--- src/rtl/sram_bus_arbiter.sv ---
// Purpose: shares one sram-like bus between fetch (read-only) and memory-stage (read/write) requesters.
// Latency: request in IDLE -> bus_req next cycle -> addr_ok same cycle as bus_addr_ok -> data_ok same cycle as bus_data_ok.
// Backpressure: one transaction outstanding; bus_req and payload held stable until bus_addr_ok.
//
// Ports:
//   clk, reset            clock, asynchronous active-high reset
//   inst_*                fetch port (req/addr in; addr_ok/data_ok/rdata out; cancel drops handshakes)
//   data_*                data port (req/wr/wstrb/addr/wdata in; addr_ok/data_ok/rdata out)
//   bus_*                 registered request/payload out; addr_ok/data_ok/rdata in
module sram_bus_arbiter #(
  parameter int STARVE_LIMIT = 4
) (
  input  logic        clk,
  input  logic        reset,
  input  logic        inst_req,
  input  logic [31:0] inst_addr,
  input  logic        inst_cancel,
  output logic        inst_addr_ok,
  output logic        inst_data_ok,
  output logic [31:0] inst_rdata,
  input  logic        data_req,
  input  logic        data_wr,
  input  logic [3:0]  data_wstrb,
  input  logic [31:0] data_addr,
  input  logic [31:0] data_wdata,
  output logic        data_addr_ok,
  output logic        data_data_ok,
  output logic [31:0] data_rdata,
  output logic        bus_req,
  output logic        bus_wr,
  output logic [3:0]  bus_wstrb,
  output logic [31:0] bus_addr,
  output logic [31:0] bus_wdata,
  input  logic        bus_addr_ok,
  input  logic        bus_data_ok,
  input  logic [31:0] bus_rdata
);

  localparam int SW = $clog2(STARVE_LIMIT + 1);
  localparam logic [SW-1:0] STREAK_MAX = SW'(STARVE_LIMIT);

  typedef enum logic [1:0] {S_IDLE, S_ADDR, S_DATA} state_t;

  state_t        state_q, state_d;
  logic          owner_q, owner_d;      // 0 = inst, 1 = data
  logic [SW-1:0] streak_q, streak_d;
  logic          cancel_q, cancel_d;
  logic          bus_req_q, bus_req_d;
  logic          bus_wr_q, bus_wr_d;
  logic [3:0]    bus_wstrb_q, bus_wstrb_d;
  logic [31:0]   bus_addr_q, bus_addr_d;
  logic [31:0]   bus_wdata_q, bus_wdata_d;
  logic          inst_mask;
  logic          inst_forced;

  // Response data is a straight pass-through; it is only meaningful alongside data_ok.
  assign inst_rdata = bus_rdata;
  assign data_rdata = bus_rdata;
  assign bus_req    = bus_req_q;
  assign bus_wr     = bus_wr_q;
  assign bus_wstrb  = bus_wstrb_q;
  assign bus_addr   = bus_addr_q;
  assign bus_wdata  = bus_wdata_q;

  always_comb begin
    state_d      = state_q;
    owner_d      = owner_q;
    streak_d     = streak_q;
    cancel_d     = cancel_q;
    bus_req_d    = bus_req_q;
    bus_wr_d     = bus_wr_q;
    bus_wstrb_d  = bus_wstrb_q;
    bus_addr_d   = bus_addr_q;
    bus_wdata_d  = bus_wdata_q;
    inst_addr_ok = 1'b0;
    inst_data_ok = 1'b0;
    data_addr_ok = 1'b0;
    data_data_ok = 1'b0;
    // The cancel pulse itself masks the handshakes in the cycle it arrives.
    inst_mask    = cancel_q | inst_cancel;
    // Fetch has been passed over STARVE_LIMIT times in a row: it wins this arbitration.
    inst_forced  = inst_req && (streak_q == STREAK_MAX);

    case (state_q)
      S_IDLE: begin
        if (data_req && !inst_forced) begin
          owner_d     = 1'b1;
          bus_req_d   = 1'b1;
          bus_wr_d    = data_wr;
          bus_wstrb_d = data_wstrb;
          bus_addr_d  = data_addr;
          bus_wdata_d = data_wdata;
          state_d     = S_ADDR;
          if (!inst_req)
            streak_d = '0;
          else if (streak_q != STREAK_MAX)
            streak_d = streak_q + SW'(1);
        end else if (inst_req) begin
          owner_d     = 1'b0;
          bus_req_d   = 1'b1;
          bus_wr_d    = 1'b0;
          bus_wstrb_d = 4'h0;
          bus_addr_d  = inst_addr;
          bus_wdata_d = 32'h0;
          streak_d    = '0;
          state_d     = S_ADDR;
        end
      end
      S_ADDR: begin
        if (!owner_q && inst_cancel)
          cancel_d = 1'b1;
        if (bus_addr_ok) begin
          data_addr_ok = owner_q;
          inst_addr_ok = !owner_q && !inst_mask;
          bus_req_d    = 1'b0;
          state_d      = S_DATA;
        end
      end
      S_DATA: begin
        if (!owner_q && inst_cancel)
          cancel_d = 1'b1;
        if (bus_data_ok) begin
          data_data_ok = owner_q;
          inst_data_ok = !owner_q && !inst_mask;
          cancel_d     = 1'b0;    // cleared on the way back to IDLE
          state_d      = S_IDLE;
        end
      end
      default: state_d = S_IDLE;
    endcase
  end

  always_ff @(posedge clk or posedge reset) begin
    if (reset) begin
      state_q     <= S_IDLE;
      owner_q     <= 1'b0;
      streak_q    <= '0;
      cancel_q    <= 1'b0;
      bus_req_q   <= 1'b0;
      bus_wr_q    <= 1'b0;
      bus_wstrb_q <= 4'h0;
      bus_addr_q  <= 32'h0;
      bus_wdata_q <= 32'h0;
    end else begin
      state_q     <= state_d;
      owner_q     <= owner_d;
      streak_q    <= streak_d;
      cancel_q    <= cancel_d;
      bus_req_q   <= bus_req_d;
      bus_wr_q    <= bus_wr_d;
      bus_wstrb_q <= bus_wstrb_d;
      bus_addr_q  <= bus_addr_d;
      bus_wdata_q <= bus_wdata_d;
    end
  end

endmodule

--- config.mk ---
export PLATFORM = sky130hd
export DESIGN_NAME = sram_bus_arbiter
export DESIGN_NICKNAME = d
export VERILOG_FILES = /design/src/rtl/sram_bus_arbiter.sv
export SDC_FILE = /design/constraint.sdc
export NUM_CORES = 1
export LEC_CHECK = 0
export BUFFER_PORTS_ARGS = -buffer_cell sky130_fd_sc_hd__buf_2
export CAP_MARGIN = 20
export CORE_AREA = 4 4 105 107
export DETAILED_ROUTE_END_ITERATION = 16
export DIE_AREA = 0 0 109 111
export PLACE_DENSITY = 0.76
export SLEW_MARGIN = 40
export SYNTH_ARGS = -nofsm -noshare
export SYNTH_HDL_FRONTEND = slang
export SYNTH_SLANG_ARGS = --single-unit
--- constraint.sdc ---
create_clock -name clk -period 4.3 [get_ports clk]
set_clock_uncertainty 0.05 [all_clocks]
set_input_delay 0.215 -clock clk [delete_from_list [all_inputs] [get_ports clk]]
set_output_delay 0.215 -clock clk [all_outputs]
set_load 0.01 [all_outputs]
Word-level counts from Yosys, hierarchy flattened --
Index checks and enable logic that the tools add are counted.
Cells by class: add/subtract/negate cells 1, multiply operators 0, div/mod/pow operators 0, magnitude comparators 0, eq/ne operators 8, shifts and indexed selects 0, mux-type cells 33, bitwise logic cells 1, reduce and logical (&&, ||, !) cells 15
Operators with widths (count):
- $mux W32 | 4
- $mux W1 | 16
- $mux W3 | 4
- $reduce_and A3 Y1 | 3
- $mux W2 | 4
- $mux W4 | 2
- $ne A3 B3 Y1 const B | 2
- $pmux W2 S3 | 1
- $reduce_bool A2 Y1 | 3
- $logic_and A1 B1 Y1 | 4
- $ne A2 B2 Y1 const B | 2
- $pmux W1 S2 | 2
- $add A3 B1 Y3 const B | 1
- $eq A3 B3 Y1 const B | 1
- $logic_not A1 Y1 | 3
- $ne A3 B2 Y1 const B | 1
- $eq A2 B1 Y1 const B | 1
- $eq A2 B2 Y1 const B | 1
- $logic_not A2 Y1 | 1
- $reduce_and A2 Y1 | 1
- $or A1 B1 Y1 | 1
Word-level totals: register bits after elaboration 77, latch bits 0, bits in writable memories 0, bits in read-only memories 0, input port bits 140, output and inout port bits 138, memories 0

Longest topological paths before layout --
Gate-level depths: netlist (run 1).
word-level depth 6, depth in mapped cells 7, mapped depth without buffers 5

Least setup slack after synthesis (run 1) --
Ideal clock, no wire load.
path kind flip-flop to flip-flop, start reg streak_q[0], end reg streak_q[2], library setup time 0.122 ns, data arrival time 1.368 ns, data required time 4.128 ns, setup slack 2.761 ns, stages on the path, launching flop included 8, path buffers 2, cells stage by stage dfrtp_1 -> inv_1 -> ha_1 -> nand3_4 -> and3_1 -> clkbuf_2 -> buf_6 -> a32o_1
On the way: longest elaborated chain between the ends 6, elaborated cells between the ends (all ways) 12, those cells by class add/sub: 1; eq/ne: 3; mux: 3; reduce/logical: 5
RTL lines:
- from (decl) | line 46 | logic [SW-1:0] streak_q, streak_d;
- from (signal assigned) | line 147 | streak_q <= streak_d;
- $eq A3 B3 Y1 | line 82 | inst_forced = inst_req && (streak_q == STREAK_MAX);
- $logic_and A1 B1 Y1 | line 82
- $logic_not A1 Y1 | line 86 | if (data_req && !inst_forced) begin
- $logic_and A1 B1 Y1 | line 86
- $ne A3 B2 Y1 (no source line) or $reduce_bool A2 Y1 (tied branches)
- $reduce_and A3 Y1 (no source line)
Several ways; a longest one is shown, not always the timed one. The select of a mux whose other input is x is not followed. A chain may end at the register's enable or synchronous reset.

Worst setup path in the final report (run 1) --
start reg state_q[0], end reg bus_addr_q[29], in the netlist bus_addr[29]
On the way: longest elaborated chain between the ends 2
RTL lines:
- from (decl) | line 44 | state_t state_q, state_d;
- from (signal assigned) | line 145 | state_q <= state_d;
- $logic_not A2 Y1 | line 84 | case (state_q)
- $reduce_and A2 Y1 (no source line)
- to (signal assigned) | line 152 | bus_addr_q <= bus_addr_d;
- to (decl) | line 51 | logic [31:0] bus_addr_q, bus_addr_d;
No other way between the ends.

==> reports/results.ini, run 1 <==
[grt]
grt_pass1_wl_um=16240
antenna_found_initial=0
grt_remaining_overflow=0
grt_max_degree=58
grt_pass1_vias=3253
track_usage_pct=17.01

[logic_synthesis]
async_flop_share_pct=100.0
synth_cell_types=31
synth_xor_area_share_pct=0.2264
synth_compound_area_share_pct=17.27
synth_top_family_by_area=compound AO/OA/AOI/OAI gates
yosys.area.top_type_share_pct=49.81
yosys-mux-area-fraction_pct=0.2911
synth_ff_type=dfrtp_1
avgSynthCellArea_sq_um=10.21
yosysWarnings=0
synth_seq_area_share_pct=49.81
syn_area_sq_mm=0.003869
synthSimpleGateAreaFrac_pct=13.71
syn_nets=525
ys_ff_latch=77
synth_top_area_cell=dfrtp_1
synthAdderAreaFrac_pct=1.940
syn_inst=379
synth-edff-count=0
synth_area_leaders=dfrtp_1 50%, buf_4 13%, a22o_1 8.4%, nand2_1 6.6%, o211ai_1 6.2%

[final_layout]
n_fill_cell=947
layout_commonest_cell=buf_2
final_cell_mix=181 x buf_2, 77 x dfrtp_1, 68 x nand2_1, 37 x a22o_1
fin_nets=627
antenna_cells=0
post_route_cells_drive_above_1_share_pct=42.59
post-route-util_pct=45.06
syn2layout_area_growth_pct=18.08
fin_cells=622

[placed_design]
place_congestion=0.7692
dp_cells=605
detailed_place_hpwl_um=7568
dp_slack_ns=2.100
portBuffers=181

[clock_network]
postCtsSetupBuffers=0
cts_root_buf=clkbuf_8
cts_resized=0
clk_path_buf_depth=2
clk-insertion-delay-late_ns=0.35
cts_sinks=77
cts_made_buffers=9
htreeDepth=3
path_clk_slew_ns=0.09
cts_tree=built

[floorplanning]
core_area_sq_mm=0.01014
die_h_um=111
row_count=37
start_util_pct=38.16
pin_count=278
dieArea_sq_mm=0.01210
die_w_um=109

[timing]
max_freq_mhz=447.4
setup_violations=0
setup_tns_ns=0
layout_setup_ws_ns=2.065
finalCritPeriodShare_pct=51.98
slew-limit-headroom_pct=47.42
fin_crit_ns=2.235
slew_violations=0
worstMarginPinSlew_ns=0.7888
grt_setup_unrepaired=no
hold_viol=0

[routing]
routed_wl_um=10590
avgViaCountPerCell=5.249
wl_per_cell_um=17.02
detail_route.iter0.violations=225
via_count=3265
firstDrtPassIters=4
drtAntennaViolNets=0
post-route-drc-count=0

[worst_setup_path]
cpMostUsedCell=buf_4
r2r-start=state_q[0]
cp_max_fo=57
cp_top_family=buffers and inverters
crit_slowest_cell=buf_4
path_class=flop to flop
worst_setup_path_end_kind=flop
r2r_slack_ns=2.07
crit_buf_inv=3
critPathArrivalTime_ns=2.45
worst_ep_required_time_ns=4.52
startpoint_type=flop
r2r-end=bus_addr[29]
max_stage_delay_ns=0.58
crit_chain=inv_1 > ha_1 > buf_4 > o21ai_4 > buf_4 > nand2_1 > o211ai_1
reg2reg_depth=7

[pwr]
power_density_mw_per_mm2=729.1
p_total_mw=3.331
p_leak_nw=2.312
ir_worst_vdd_mv=0.2590

[run_status]
status=finished clean

[hold_path]
worstHoldPathType=input port to flop
min-delay-start=data_wstrb[3]
min_path_cells=2
hold-path-endpoint=bus_wstrb[3]

[flow_run]
cap_viol_max_count=0

sequential cells by signal (all words and copies together) (netlist names):
name,cells
bus_wr,1
bus_wstrb,4
state_q,2
bus_req,1
owner_q,1
cancel_q,1
bus_addr,32
streak_q,3
bus_wdata,32
routing by layer:
metal	up-vias	global-route usage (%)	part of all wire [%]
met3	29	5.533	11
met2	213	27.31	46
met4	0	8.418	3.3
li1	1489	-	-
met1	1534	20.20	40
met5	-	0	0
final cells by class:
cell class                      instances  area [sq um]  area share, %
Sequential cell                        77          1927          42.18
Multi-Input combinational cell        201          1296          28.38
Timing Repair Buffer                  186         945.9          20.71
Tap cell                              136         170.2          3.725
Clock buffer                           10         137.6          3.013
Clock inverter                          6         67.56          1.479
Inverter                                6         23.77         0.5204
cell usage after synthesis (4+ instances only):
cell type and n:
a22o_1 37, buf_2 13, buf_4 65, clkbuf_1 15, dfrtp_1 77, ha_1 6
inv_1 6, nand2_1 68, nand4_1 32, nor2_1 4, o211ai_1 32
how the worst max path moves through the flow:
stage | from | to | slack, ns | cells after the start
final | state_q[0] | bus_addr[29] | 2.07 | 7
after global routing | state_q[0] | bus_addr[20] | 1.95 | 7
after CTS | state_q[0] | bus_wdata[24] | 2.09 | 6
after detailed placement | state_q[0] | bus_addr[29] | 2.10 | 7
after global placement | streak_q[0] | bus_addr[16] | 1.97 | 5
after floorplan | reset | bus_addr[0] | 2.07 | 1
where the power goes:
part / total [mW] / leakage [nW] / internal (mW) / switching, mW
logic: 1.48 / 1.25 / 0.628 / 0.854
clock network: 0.567 / 0.0993 / 0.287 / 0.280
registers: 1.28 / 0.960 / 1.09 / 0.196
cells by family (layout without fill, tap and decap cells):
family,count (synthesis),count (layout)
muxes,1,1
DFF,77,77
xor gates and xnor gates,1,1
AOI/OAI and AO/OA,81,81
adders and majority gates,6,6
and+or+nand+nor,112,112
buffers and inverters,101,208
timing repair:
action / CTS / global route
endpoints found under the setup margin: 0 / 0
endpoints found under the hold margin: 29 / 0
hold buffers: 1 / 0
through the flow:
stage	hold WS, ns	area (sq um)
after floorplan	0.2725	3869
after global placement	0.2143	4350
after detailed placement	0.2199	4353
after CTS	0.009464	4568
after global routing	0.004288	4568
final	0.03309	4568
Note: power is estimated with default switching activity, not from simulation.
==> run 2, diff against run 1 <==
Settings changed: CORE_AREA 4 4 105 107 to 4 4 106 108, DIE_AREA 0 0 109 111 to 0 0 110 112, PLACE_DENSITY 0.76 to 0.75.
Clock period 4.3 ns to 2.3 ns, I/O delays scaled along.
==> reports/results.ini, run 2 (synthesized netlist as in run 1, its figures left out) <==
[timing]
grt_setup_unrepaired=no
worstMarginPinSlew_ns=0.7071
slew-limit-headroom_pct=52.68
fin_hold_ws_ns=0.01964
finalCritPeriodShare_pct=93.97
hold_viol=0
setup_violations=0
layout_setup_ws_ns=0.1388
setup_tns_ns=0
fin_crit_ns=2.161
slew_violations=0
max_freq_mhz=462.7

[routing]
detail_route.iter0.violations=391
wl_per_cell_um=18.34
post-route-drc-count=0
avgViaCountPerCell=5.160
routed_wl_um=13210
via_count=3715
drtAntennaViolNets=0
firstDrtPassIters=4

[worst_setup_path]
crit_chain=inv_1 > ha_4 > o21ai_4 > buf_12 > nand2_1 > o211ai_1 > dlygate4sd3_1
worst_setup_path_end_kind=flop
critPathArrivalTime_ns=2.34
crit_slowest_cell=dlygate4sd3_1
max_stage_delay_ns=0.58
cp_max_fo=26
path_class=flop to flop
worst_ep_required_time_ns=2.48
startpoint_type=flop

[grt]
antenna_found_initial=0
grt_pass1_wl_um=19560
track_usage_pct=20.59
grt_remaining_overflow=0
grt_pass1_vias=3868
grt_max_degree=53

[clock_network]
cts_tree=built
clk-insertion-delay-late_ns=0.35
htreeDepth=3
path_clk_slew_ns=0.08
cts_made_buffers=9
clk_path_buf_depth=2
cts_root_buf=clkbuf_8
postCtsSetupBuffers=0
cts_sinks=77

[flow_run]
cap_viol_max_count=0

[final_layout]
fin_nets=725
fin_cells=720
syn2layout_area_growth_pct=45.05
antenna_cells=0
final_cell_mix=181 x buf_2, 93 x dlygate4sd3_1, 77 x dfrtp_1, 68 x nand2_1, 37 x a22o_1
layout_commonest_cell=buf_2
post_route_cells_drive_above_1_share_pct=36.47

[hold_path]
worstHoldPathType=input port to flop

[floorplanning]
start_util_pct=37.81
core_area_sq_mm=0.01023
dieArea_sq_mm=0.01232
die_h_um=112
pin_count=278
row_count=37
die_w_um=110

[pwr]
ir_worst_vdd_mv=0.5333
p_total_mw=6.974
power_density_mw_per_mm2=1243
p_leak_nw=2.770

[placed_design]
portBuffers=181
detailed_place_hpwl_um=8096
dp_cells=610
dp_slack_ns=0.3209
place_congestion=0.7552

[run_status]
status=finished clean

## run 2: what timing repair did
action	in CTS	in global routing
hold endpoints to repair	101	0
hold buffers	93	0
setup endpoints to repair	0	21
resized for setup	0	4
## run 2: worst paths after layout
kind                       depth (start not counted)             to          start  slack (ns)
setup / recovery                                   7    bus_addr[5]     state_q[0]        0.14
hold / removal                                     3    bus_addr[7]   data_addr[7]        0.02
setup reg to reg                                   7    bus_addr[5]     state_q[0]        0.14
hold reg to reg                                    1  bus_wdata[25]  bus_wdata[25]        0.45
max in group asynchronous                          4    bus_addr[4]          reset        1.26
min in group asynchronous                          3         bus_wr          reset        0.30
## run 2: layer usage
metal | vias up | share of wire [%] | track usage, % | wire length (um)
met1 | 1755 | 37 | 22.82 | 4848
met4 | 0 | 3.9 | 11.89 | 517
li1 | 1686 | - | - | -
met5 | - | 0 | 0 | 0
met3 | 36 | 11 | 5.855 | 1440
met2 | 238 | 48 | 34.63 | 6400
## run 2: final cells by class
cell class / count / area, sq um
clock buffer: 10 / 137.6
inverter: 6 / 23.77
tap: 136 / 170.2
sequential: 77 / 1927
fill: 842 / 4619
clock inverter: 6 / 86.33
timing repair buffer: 284 / 1958
multi-input combinational: 201 / 1309
## run 2: worst max-delay path, delay by kind of cell (launching register included)
kind | cells | cell delay [ns]
fa+ha+maj | 1 | 0.19
buf+inv | 3 | 0.96
flops | 1 | 0.43
compound gates | 2 | 0.29
simple gates | 1 | 0.09
## run 2: through the flow
stage / utilization [%] / area, sq um
2_1_floorplan: - / 3869
3_3_place_gp: 43.13 / 4413
3_5_place_dp: 43.15 / 4414
4_1_cts: 54.43 / 5569
5_1_grt: 54.85 / 5612
6_report: 54.85 / 5612
## run 2: where the power goes
part | internal (mW) | switching (mW) | leakage (nW)
Sequential | 2.03 | 0.400 | 0.960
Clock | 0.639 | 0.500 | 0.112
Combinational | 1.67 | 1.74 | 1.70
